$ cat src/rtl/hadamard_sched_pkg.sv
// Shared types and defaults for the Hadamard transform scheduler: FSM state
// encoding, default widths/latency and the requester id type.
package hadamard_sched_pkg;

    localparam int DEF_DATA_W   = 8;
    localparam int DEF_OUT_W    = 10;
    localparam int DEF_CORE_LAT = 2;

    typedef enum logic [1:0] {
        RUN    = 2'd0,
        DRAIN  = 2'd1,
        HALTED = 2'd2
    } sched_state_e;

    typedef logic req_id_t;

    localparam req_id_t REQ0 = 1'b0;
    localparam req_id_t REQ1 = 1'b1;

endpackage

$ cat src/rtl/hadamard_rr_arb.sv
// Two-requester round-robin arbiter. ptr_q names the requester that wins the
// next contested cycle; it flips to the other requester after every grant.
module hadamard_rr_arb
    import hadamard_sched_pkg::*;
(
    input  logic       clk,
    input  logic       rst_n,
    input  logic       en,
    input  logic [1:0] req_valid,
    output logic [1:0] grant,
    output req_id_t    grant_id
);

    req_id_t ptr_q;
    req_id_t ptr_d;

    always_comb begin
        grant = 2'b00;
        if (en) begin
            if (req_valid == 2'b11) begin
                grant = (ptr_q == REQ0) ? 2'b01 : 2'b10;
            end else begin
                grant = req_valid;
            end
        end
        grant_id = grant[1] ? REQ1 : REQ0;

        ptr_d = ptr_q;
        if (grant[0]) begin
            ptr_d = REQ1;
        end else if (grant[1]) begin
            ptr_d = REQ0;
        end
    end

    always_ff @(posedge clk or negedge rst_n) begin
        if (!rst_n) begin
            ptr_q <= REQ0;
        end else begin
            ptr_q <= ptr_d;
        end
    end

endmodule

$ cat src/rtl/hadamard_sched.sv
// Two-port operand scheduler in front of a fixed-latency 4-point Hadamard core,
// with halt/drain control. Optional per-requester result counters are enabled
// by the HADAMARD_SCHED_PERF_EN macro.
module hadamard_sched
    import hadamard_sched_pkg::*;
#(
    parameter int DATA_W   = DEF_DATA_W,
    parameter int OUT_W    = DEF_OUT_W,
    parameter int CORE_LAT = DEF_CORE_LAT
) (
    input  logic                clk,
    input  logic                rst_n,
    input  logic                req0_valid,
    input  logic [4*DATA_W-1:0] req0_x,
    output logic                req0_ready,
    input  logic                req1_valid,
    input  logic [4*DATA_W-1:0] req1_x,
    output logic                req1_ready,
    input  logic                halt,
    output logic                halt_ack,
    output logic                core_start,
    output logic [4*DATA_W-1:0] core_x,
    input  logic [4*OUT_W-1:0]  core_y,
    output logic                out_valid,
    output logic                out_id,
    output logic [4*OUT_W-1:0]  out_y
`ifdef HADAMARD_SCHED_PERF_EN
    ,
    output logic [15:0]         perf_cnt0,
    output logic [15:0]         perf_cnt1
`endif
);

    sched_state_e        state_q;
    sched_state_e        state_d;

    logic                arb_en;
    logic [1:0]          grant;
    req_id_t             grant_id;
    logic                accept;

    logic                core_start_q;
    logic                core_start_d;
    logic [4*DATA_W-1:0] core_x_q;
    logic [4*DATA_W-1:0] core_x_d;
    req_id_t             core_id_q;
    req_id_t             core_id_d;

    logic [CORE_LAT:0]   vld_p_q;
    logic [CORE_LAT:0]   vld_p_d;
    logic [CORE_LAT:0]   id_p_q;
    logic [CORE_LAT:0]   id_p_d;
    logic                pipe_empty;

    logic                out_valid_q;
    logic                out_valid_d;
    req_id_t             out_id_q;
    req_id_t             out_id_d;
    logic [4*OUT_W-1:0]  out_y_q;
    logic [4*OUT_W-1:0]  out_y_d;

    // Accepts only while running and not being asked to halt this cycle.
    assign arb_en = (state_q == RUN) && !halt;

    hadamard_rr_arb u_arb (
        .clk       (clk),
        .rst_n     (rst_n),
        .en        (arb_en),
        .req_valid ({req1_valid, req0_valid}),
        .grant     (grant),
        .grant_id  (grant_id)
    );

    assign accept     = |grant;
    assign req0_ready = grant[0];
    assign req1_ready = grant[1];

    always_comb begin
        core_start_d = accept;
        core_id_d    = accept ? grant_id : core_id_q;
        core_x_d     = core_x_q;
        if (accept) begin
            core_x_d = (grant_id == REQ1) ? req1_x : req0_x;
        end

        // Tag stage CORE_LAT lines up with the cycle core_y is valid.
        vld_p_d[0] = core_start_q;
        id_p_d[0]  = core_id_q;
        for (int i = 1; i <= CORE_LAT; i++) begin
            vld_p_d[i] = vld_p_q[i-1];
            id_p_d[i]  = id_p_q[i-1];
        end

        out_valid_d = vld_p_q[CORE_LAT];
        out_id_d    = vld_p_q[CORE_LAT] ? id_p_q[CORE_LAT] : out_id_q;
        out_y_d     = vld_p_q[CORE_LAT] ? core_y : out_y_q;

        pipe_empty = !core_start_q && !(|vld_p_q);

        state_d = state_q;
        unique case (state_q)
            RUN: begin
                if (halt) begin
                    state_d = DRAIN;
                end
            end
            DRAIN: begin
                if (!halt) begin
                    state_d = RUN;
                end else if (pipe_empty) begin
                    state_d = HALTED;
                end
            end
            HALTED: begin
                if (!halt) begin
                    state_d = RUN;
                end
            end
            default: state_d = RUN;
        endcase
    end

    always_ff @(posedge clk or negedge rst_n) begin
        if (!rst_n) begin
            state_q      <= RUN;
            core_start_q <= 1'b0;
            core_x_q     <= '0;
            core_id_q    <= REQ0;
            vld_p_q      <= '0;
            id_p_q       <= '0;
            out_valid_q  <= 1'b0;
            out_id_q     <= REQ0;
            out_y_q      <= '0;
        end else begin
            state_q      <= state_d;
            core_start_q <= core_start_d;
            core_x_q     <= core_x_d;
            core_id_q    <= core_id_d;
            vld_p_q      <= vld_p_d;
            id_p_q       <= id_p_d;
            out_valid_q  <= out_valid_d;
            out_id_q     <= out_id_d;
            out_y_q      <= out_y_d;
        end
    end

    assign halt_ack   = (state_q == HALTED);
    assign core_start = core_start_q;
    assign core_x     = core_x_q;
    assign out_valid  = out_valid_q;
    assign out_id     = out_id_q;
    assign out_y      = out_y_q;

`ifdef HADAMARD_SCHED_PERF_EN
    function automatic logic [15:0] sat_inc16(input logic [15:0] cnt);
        return (cnt == 16'hFFFF) ? cnt : cnt + 16'd1;
    endfunction

    logic [15:0] perf_cnt0_q;
    logic [15:0] perf_cnt0_d;
    logic [15:0] perf_cnt1_q;
    logic [15:0] perf_cnt1_d;

    // Counted on the same edge that raises out_valid, so the count is current
    // while the strobe is visible.
    always_comb begin
        perf_cnt0_d = perf_cnt0_q;
        perf_cnt1_d = perf_cnt1_q;
        if (out_valid_d && (out_id_d == REQ0)) begin
            perf_cnt0_d = sat_inc16(perf_cnt0_q);
        end
        if (out_valid_d && (out_id_d == REQ1)) begin
            perf_cnt1_d = sat_inc16(perf_cnt1_q);
        end
    end

    always_ff @(posedge clk or negedge rst_n) begin
        if (!rst_n) begin
            perf_cnt0_q <= '0;
            perf_cnt1_q <= '0;
        end else begin
            perf_cnt0_q <= perf_cnt0_d;
            perf_cnt1_q <= perf_cnt1_d;
        end
    end

    assign perf_cnt0 = perf_cnt0_q;
    assign perf_cnt1 = perf_cnt1_q;
`endif

endmodule

$ cat config.mk
export PLATFORM = sky130hd
export DESIGN_NAME = hadamard_sched
export DESIGN_NICKNAME = d
export VERILOG_FILES = /design/src/rtl/hadamard_sched_pkg.sv /design/src/rtl/hadamard_rr_arb.sv /design/src/rtl/hadamard_sched.sv
export SDC_FILE = /design/constraint.sdc
export NUM_CORES = 1
export LEC_CHECK = 0
export ABC_CLOCK_PERIOD_IN_PS = 2210
export CAP_MARGIN = 30
export CORE_UTILIZATION = 39
export CTS_CLUSTER_DIAMETER = 60
export CTS_CLUSTER_SIZE = 40
export DETAILED_ROUTE_END_ITERATION = 10
export GPL_TIMING_DRIVEN = 1
export PLACE_DENSITY = 0.79
export SKIP_CTS_REPAIR_TIMING = 1
export SYNTH_ARGS = -nofsm -noshare
export SYNTH_HDL_FRONTEND = slang
export SYNTH_SLANG_ARGS = --single-unit
$ cat constraint.sdc
create_clock -name clk -period 2.21 [get_ports clk]
set_input_delay 0.442 -clock clk [delete_from_list [all_inputs] [get_ports clk]]
set_output_delay 0.442 -clock clk [all_outputs]
set_load 0.05 [all_outputs]
---- Yosys cells after proc, flatten, opt, wreduce, memory -nomap -nowiden ----
Index checks and enable logic that the tools add are counted.
word-level totals
  register bits ........................... 85
  input port bits ......................... 109
  logic and storage cells ................. 38
cells by class
  equal/unequal tests ..................... 6
  muxes and demuxes ....................... 12
  reductions and logical operators ........ 10
operators with widths
  kind                                           number
  two-way mux 32 bit                             1
  two-way mux 2 bit                              7
  one-hot mux 2 bit (3 select lines)             1
  == test 2 bit, second input constant           2
  inequality test 2 bit, second input constant   2
  zero test 1 bit                                3
  two-way mux 1 bit                              3
  inequality test 3 bit, second input constant   1
  AND reduction 3 bit                            1
  OR reduction 3 bit                             1
  == test 2 x 1 -> 1 bit, second input constant  1
  logical AND 1 bit                              2
  zero test 2 bit                                1
  nonzero test 2 bit                             1
  OR reduction 2 bit                             1

---- Depth between registers and ports, before layout ----
Gate-level depths: netlist (run 1).
  depth in word-level cells ............... 6
  gate-level depth with buffers ........... 6

---- Hierarchy ----
Synthesis (run 1) repeated with hierarchy kept, for this count alone.
unflattened totals
  cells, all modules ...................... 262
  area total of the unflattened synthesis .. 3512.1 um2
modules (own cells, without submodules)
  module           instances  cells an instance  area each (um2)  sequential area each (um2)
  hadamard_sched   1          252                3435.8           2102.0
  hadamard_rr_arb  1          10                 76.3             25.0

---- Least setup slack after synthesis (run 1) ----
Ideal clock, no wire load.
  path type ............................... input port to output port
  from .................................... input port halt
  to ...................................... output port req0_ready
  data arrival time ....................... 2.087 ns
  slack ................................... -0.319 ns
  stages .................................. 4
  buffers on the path ..................... 2
  path through ............................ or4b_2 > clkbuf_1 > clkbuf_1 > nor2_1
between the ends
  longest elaborated chain between the ends .. 3
RTL lines
  item               RTL line               RTL
  from (decl)        hadamard_sched.sv:19   input logic halt,
  zero test 1 bit    -
  logical AND 1 bit  hadamard_sched.sv:63   assign arb_en = (state_q == RUN) && !halt;
  two-way mux 2 bit  hadamard_rr_arb.sv:19  if (en) begin
  to (decl)          hadamard_sched.sv:15   output logic req0_ready,
No other way between the ends.

---- Worst setup path in the final report (run 1) ----
  from .................................... register state_q[1]
  to ...................................... output port req1_ready
between the ends
  longest elaborated chain between the ends .. 3
RTL lines
  item                    RTL line               RTL
  from (decl)             hadamard_sched.sv:34   sched_state_e state_q;
  from (signal assigned)  hadamard_sched.sv:135  state_q <= state_d;
  zero test 2 bit         hadamard_sched.sv:63
  logical AND 1 bit       hadamard_sched.sv:63
  two-way mux 2 bit       hadamard_rr_arb.sv:19
  to (decl)               hadamard_sched.sv:18   output logic req1_ready,
No other way between the ends.

==> results of run 1 <==
==> metrics by stage <==
stage               hold WS (ps)  std cells  TNS (ps)  utilization  setup WS, ps
floorplan                  146.4        308    -97.60            -        -97.60
global placement           334.0        584     -2175       0.6328        -168.9
detailed placement         339.3        584     -3758       0.6328        -192.8
CTS                        41.47        600    -343.0       0.6528        -203.6
global route               48.99        600    -122.4       0.6561        -122.4
finish                     31.78        600    -73.06       0.6561        -73.06
==> layout by cell type, fill, tap and decap left out <==
master	instances
a21oi_1	2
a311oi_1	1
a31oi_1	32
and2_1	1
buf_12	3
buf_4	13
buf_8	1
clkbuf_8	9
clkdlybuf4s50_1	180
clkinv_2	2
clkinv_4	2
clkinvlp_4	3
dfrtp_1	84
dfrtp_2	1
dlymetal6s2s_1	2
inv_1	2
inv_6	1
mux2_2	41
nand2_1	2
nand2b_1	1
nand3_1	32
nand4b_1	1
nor2_1	3
nor2_4	1
nor2b_2	1
nor3_1	33
nor4b_4	1
o21ai_0	34
or2_4	1
or4b_4	2
==> cells in the mapped netlist, types with 2 or more instances <==
library cell	n	area, µm²
nor3_1	33	165.2
a31oi_1	32	200.2
o21ai_0	34	170.2
clkbuf_1	27	101.4
inv_1	3	11.26
nand3_1	32	160.2
mux2_2	41	461.7
a21oi_1	2	10.01
buf_6	4	45.04
dfrtp_1	85	2127
nand2_1	2	7.510
nor2_1	4	15.01
==> flip-flops by register name, summed over array words and instances (netlist names) <==
signal / cells
core_id_q: 1
core_start: 1
core_x: 32
id_p_q: 3
out_id: 1
out_valid: 1
out_y: 40
state_q: 2
u_arb.ptr_q: 1
vld_p_q: 3
==> power by group <==
group | internal [mW] | total [mW] | switching [mW]
Sequential | 2.31 | 2.72 | 0.409
Combinational | 1.93 | 5.48 | 3.54
Clock | 0.412 | 0.989 | 0.576
Total | 4.65 | 9.18 | 4.53
==> worst min-delay path by stage <==
| stage | depth (start not counted) | from | to | slack [ps] |
|---|---|---|---|---|
| 4_1_cts | 1 | rst_n | out_y[23] | 40 |
| 3_5_place_dp | 0 | id_p_q[0] | id_p_q[1] | 340 |
| 2_1_floorplan | 0 | rst_n | core_id_q | 150 |
| 6_report | 1 | rst_n | out_y[23] | 30 |
| 3_3_place_gp | 0 | id_p_q[0] | id_p_q[1] | 330 |
| 5_1_grt | 1 | rst_n | out_y[23] | 50 |
==> final cells by class <==
cell class	instances	area, µm²	area share
clock buffers	9	123.9	0.02155
flip-flops and latches	85	2128	0.3702
clock inverters	7	51.30	0.008923
multi-input cells	189	1296	0.2255
inverters	3	15.01	0.002612
repair buffers	199	1999	0.3478
well taps	108	135.1	0.02350
==> per-layer routing <==
metal / share of wire / GRT usage / up-vias / routed length [µm]
li1: - / - / 1484 / -
met2: 0.49 / 0.3986 / 159 / 5280
met3: 0.066 / 0.04245 / 17 / 718
met4: 0.017 / 0.07805 / 0 / 183
met5: 0 / 0 / - / 0
met1: 0.43 / 0.2981 / 1586 / 4656
==> worst max-delay path, stage by stage (launching register included) <==
cell and delay (ps):
dfrtp_2 470, or4b_4 540, or2_4 270, clkinvlp_4 80
buf_8 140
==> logic make-up after synthesis <==
group | after synthesis | synth area share
flops | 85 | 0.5988
simple gates | 79 | 0.1173
compound gates | 69 | 0.1095
mux | 41 | 0.1300
buf+inv | 34 | 0.04438
==> metrics.md, run 1 <==
| Metric | Value |
|---|---|
| DRT Wirelength | about 11000 µm |
| WP data arrival | around 1800 ps |
| Reg clk slew, reported paths | approximately 90 ps |
| Layout overhead on the synthesized area | 61.85% |
| Distinct cell type count after synthesis | 21 |
| Drt via density | 5.410 |
| Final Hold Fails | 0 |
| Root Buffer | clkbuf_8 |
| Proportion of layout cells with a drive suffix above 1 | 0.1667 |
| Async set-reset flop share out of synthesis | 1.000 |
| CP startpoint | state_q[1] |
| Avg Inst Size Synth | 11.53 µm² |
| Seq/Total Area, Yosys | 0.5988 |
| Drt first-iter violations | approximately 130 |
| Leakage power | approximately 2.3 nW |
| CTS Buffer Depth | 2 |
| Die Width | between 90 and 100 µm |
| Site row count | 34 |
| GPL Wtd Cong | roughly 0.76 |
| Fin crit period | ~2300 ps |
| Clk sinks | 85 |
| Headroom to the max-slew limit | 0.6303 |
| Initial Util | 0.4053 |
| Core area | between 8000 and 9000 µm² |
| Fill cell count | between 700 and 800 |
| Global route total overflow | 0 |
| Worst endpoint required time | about 1800 ps |
| First-pass DRT Iterations | 5 |
| RSZ-0062 raised after global routing | true |
| # port buffers | 186 |
| MaxCap Viol Count | 0 |
| Slew @ Worst Pin | between 500 and 600 ps |
| Nets | between 500 and 600 |
| Setup-failing EPs final | 1 |
| Max VDD drop | between 700 and 800 µV |
| Crit Path Category | register to primary output |
| DR vias | approximately 3200 |
| Final Worst Setup Slack | -73.06 ps |
| Vias in the first global route | 3337 |
| Yosys reg bits | 85 |
| Crit. End Element | primary output |
| Total power | 9.182 mW |
| CTS Buf Count | 9 |
| First-pass GRT wire length | 17530 µm |
| N_diodes | 0 |
| Failing checks | negative setup slack |
| Clock latency on the worst-skew pair | ~340 ps |
| Design area | roughly 5700 µm² |
| Synthesis Warnings | 0 |
| CTS tree | done |
| Antenna violations before repair | 0 |
| Largest net degree at the start of global routing | 55 |
| GRT Util Overall | 0.2332 |
| Startpoint Class | register |
| Cell Area, Placed | around 5500 µm² |
| Worst Setup EP | req1_ready |
| Reg2reg start | state_q[1] |
| Syn_nets | around 420 |
| Fmax | around 440 MHz |
| ANT nets after route | 0 |
| HPWL Detailed | 7575 µm |
| H-tree levels | 3 |
| Cell area after synthesis | 3552 µm² |
| Drt wl/cell | ~18 µm |
| DR DRC count | 0 |
| IO Pins | between 150 and 200 |
| CP Max Fanout | 7 |
| Max Slew Vio Count | 0 |
| Tcrit/Tclk final | 1.033 |
| HP Class | primary input to async pin |
| Clk_skew | 12.60 ps |
| Die Y | 97.44 µm |
| Post-synth EDFFs | 0 |
| R2R Path End | core_x[5] |
| Status | complete, but fails checks |
| R2R setup slack | 380 ps |
| Synth Flop Type | dfrtp_1 |
| Gate count after technology mapping | ~310 |
| Reg2reg path depth | 4 |
| Die area | roughly 9500 µm² |
| Total power divided by cell area | ~1600 nW/µm² |
Note: power is estimated with default switching activity, not from simulation.
==> inputs of run 2 (changes only) <==
- CORE_MARGIN: unset -> 10
- SLEW_MARGIN: unset -> 20
==> metrics.md, run 2 (synthesized netlist as in run 1, its figures left out) <==
| Metric | Value |
|---|---|
| Status | complete, but fails checks |
| Failing checks | negative setup slack |
| Post-place setup slack | -147.3 ps (+45.51 ps) |
| Fin crit period | 2260 ps (-23.55 ps) |
| Commonest cells after routing, fill and taps aside | 179 x clkdlybuf4s50_1, 83 x dfrtp_1, 41 x mux2_2 |
| Core area | 8806 µm² (+0.49%) |
| Drt wl/cell | 19.33 µm (+7.0%) |
| CTS tree | done |
| Cell Area, Placed | 5553 µm² (+0.14%) |
| Tcrit/Tclk final | 1.022 (-0.01066) |
| Clk_skew | 13.43 ps (+0.8277 ps) |
| Setup-failing EPs final | 1 (unchanged) |
| CTS Buffer Depth | 2 (unchanged) |
| Die Width | 115.4 µm (+18%) |
| Drt via density | 5.287 (-2.3%) |
| Crit. End Element | primary output |
| Nets | 598 (+0.34%) |
| Levels on crit path | 4 (unchanged) |
| Most common cell after layout, fill and taps aside | clkdlybuf4s50_1 |
| Root Buffer | clkbuf_8 |
| GPL Wtd Cong | 0.7683 (+0.97%) |
| DRT Wirelength | 11640 µm (+7.4%) |
| GRT Util Overall | 0.1680 (-0.06517) |
| HPWL Detailed | 8763 µm (+16%) |
| Worst path bufs/invs | 2 (unchanged) |
| Gate power share | 0.594 (-0.002) |
| Clk sinks | 85 (unchanged) |
| Vias in the first global route | 3373 (+1.1%) |
| Crit path largest cell delay | 530 ps (about the same) |
| Max Slew Vio Count | 0 (unchanged) |
| Clock latency on the worst-skew pair | 340 ps (about the same) |
| Reg power frac | 0.290 (-0.006) |
| Worst endpoint required time | 1770 ps (about the same) |
| DR vias | 3183 (-1.9%) |
| First-pass GRT wire length | 17780 µm (+1.4%) |
| CP delay by family, top | simple AND/OR/NAND/NOR gates |
| N_diodes | 0 (unchanged) |
| IO Pins | 187 (unchanged) |
| Worst path slowest cell | or4b_4 |
| Site row count | 34 (unchanged) |
| Total power | 9.306 mW (+1.3%) |
| Reg clk slew, reported paths | 90 ps (about the same) |
| Final Hold Fails | 0 (unchanged) |
| Reg2reg path depth | 4 (unchanged) |
| H-tree levels | 3 (unchanged) |
| CP Max Fanout | 7 (unchanged) |
| # port buffers | 186 (unchanged) |
| Sw Ratio | 0.4871 (-0.006247) |
| Met3 wire len | 1197 µm (+67%) |
| Fmax | 442.6 MHz (+1.0%) |
| Fill cell count | 685 (-3.4%) |
| Critical path, cell by cell | or4b_4 -> or2_4 -> clkinvlp_4 -> buf_12 |
| First-pass DRT Iterations | 4 (-1) |
| Drt first-iter violations | 207 (+56%) |
| CTS Buf Count | 9 (unchanged) |
| Max VDD drop | 967.7 µV (+28%) |
| DR DRC count | 0 (unchanged) |
| Die area | 13330 µm² (+40%) |
| Design area | 5783 µm² (+0.59%) |
| Clock share of power | 0.117 (+0.009) |
| M1 WL | 4334 µm (-6.9%) |
| RSZ-0062 raised after global routing | true |
| Top routing layer used | met4 |
| R2R Path End | core_x[31] |
| MaxCap Viol Count | 0 (unchanged) |
| ANT nets after route | 0 (unchanged) |
| Slew @ Worst Pin | 557.7 ps (+4.805 ps) |
| Final Worst Setup Slack | -49.51 ps (+23.55 ps) |
| Max FFs per register | 40 (unchanged) |
| Die Y | 115.4 µm (+18%) |
| Total power divided by cell area | 1609 nW/µm² (+0.76%) |
| Proportion of layout cells with a drive suffix above 1 | 0.1721 (+0.005398) |
| Crit Path Category | register to primary output |
| Internal Power | 4.773 mW (+2.6%) |
| Startpoint Class | register |
| Layout overhead on the synthesized area | 62.80% |
| Leakage power | 2.290 nW (+0.80%) |
| Reg2reg start | state_q[1] |
| Headroom to the max-slew limit | 0.6271 (-0.003213) |
| Largest net degree at the start of global routing | 47 (-15%) |
| Wire length on met2 | 5801 µm (+9.9%) |
| Initial Util | 0.4034 (-0.001958) |
| Psw | 4.533 mW (about the same) |
| Global route total overflow | 0 (unchanged) |
| HP Class | primary input to async pin |
| WP data arrival | 1820 ps (-20 ps) |
| Antenna violations before repair | 0 (unchanged) |
| R2R setup slack | 390 ps (about the same) |
-- run 2: cell count changes in the layout (fill, tap and decap cells not counted), sizes merged --
cell           previous run  this run
dlymetal6s2s              2         3
clkdlybuf4s50           180       179
bufinv                    0         1
clkinvlp                  3         5
clkinv                    4         1
buf                      17        19
-- run 2: per-stage QoR --
step / std cells / utilization / hold WS (ps) / setup TNS (ps)
after floorplan: 308 / - / 146.4 / -97.60
after global placement: 585 / 0.6306 / 335.6 / -2511
after detailed placement: 585 / 0.6306 / 335.5 / -3217
after CTS: 601 / 0.6530 / 83.71 / -294.1
after global routing: 602 / 0.6567 / 93.19 / -85.25
final: 602 / 0.6567 / 67.34 / -49.51
-- run 2: worst max path at each step --
| stage | from | to | slack (ps) |
|---|---|---|---|
| after CTS | halt | req1_ready | -150 |
| after global placement | req0_valid | req0_ready | -140 |
| final | state_q[1] | req1_ready | -50 |
| after global routing | state_q[1] | req1_ready | -90 |
| after detailed placement | halt | req1_ready | -150 |
| after floorplan | halt | req0_ready | -100 |
-- run 2: worst register-to-register path, delay by kind of cell, from the launching register on --
kind                   cells  cell delay [ps]
AOI/OAI and AO/OA          1              210
buffers and inverters      1              250
DFF                        1              460
and+or+nand+nor            2              820
-- run 2: metal layers --
metal  GRT usage  up-vias
met1      0.1847     1537
met3     0.06460       22
met4     0.06757        0
met5           0        -
met2      0.2868      137
li1            -     1487
-- run 2: power groups by stage --
stage | Sequential, mW | Clock [mW] | Combinational, mW
floorplan | 5.14 | 0 | 1.05
global placement | 2.68 | 0 | 5.48
detailed placement | 2.73 | 0 | 5.55
CTS | 2.70 | 1.11 | 5.56
global route | 2.80 | 1.18 | 5.76
finish | 2.70 | 1.09 | 5.52
-- run 2: cell type report --
type | count | area (µm²) | area share
flip-flops and latches | 85 | 2130 | 0.3682
repair buffers | 201 | 2009 | 0.3475
multi-input cells | 189 | 1296 | 0.2241
well taps | 108 | 135.1 | 0.02337
clock buffers | 9 | 123.9 | 0.02142
clock inverters | 7 | 73.82 | 0.01277
inverters | 3 | 15.01 | 0.002596
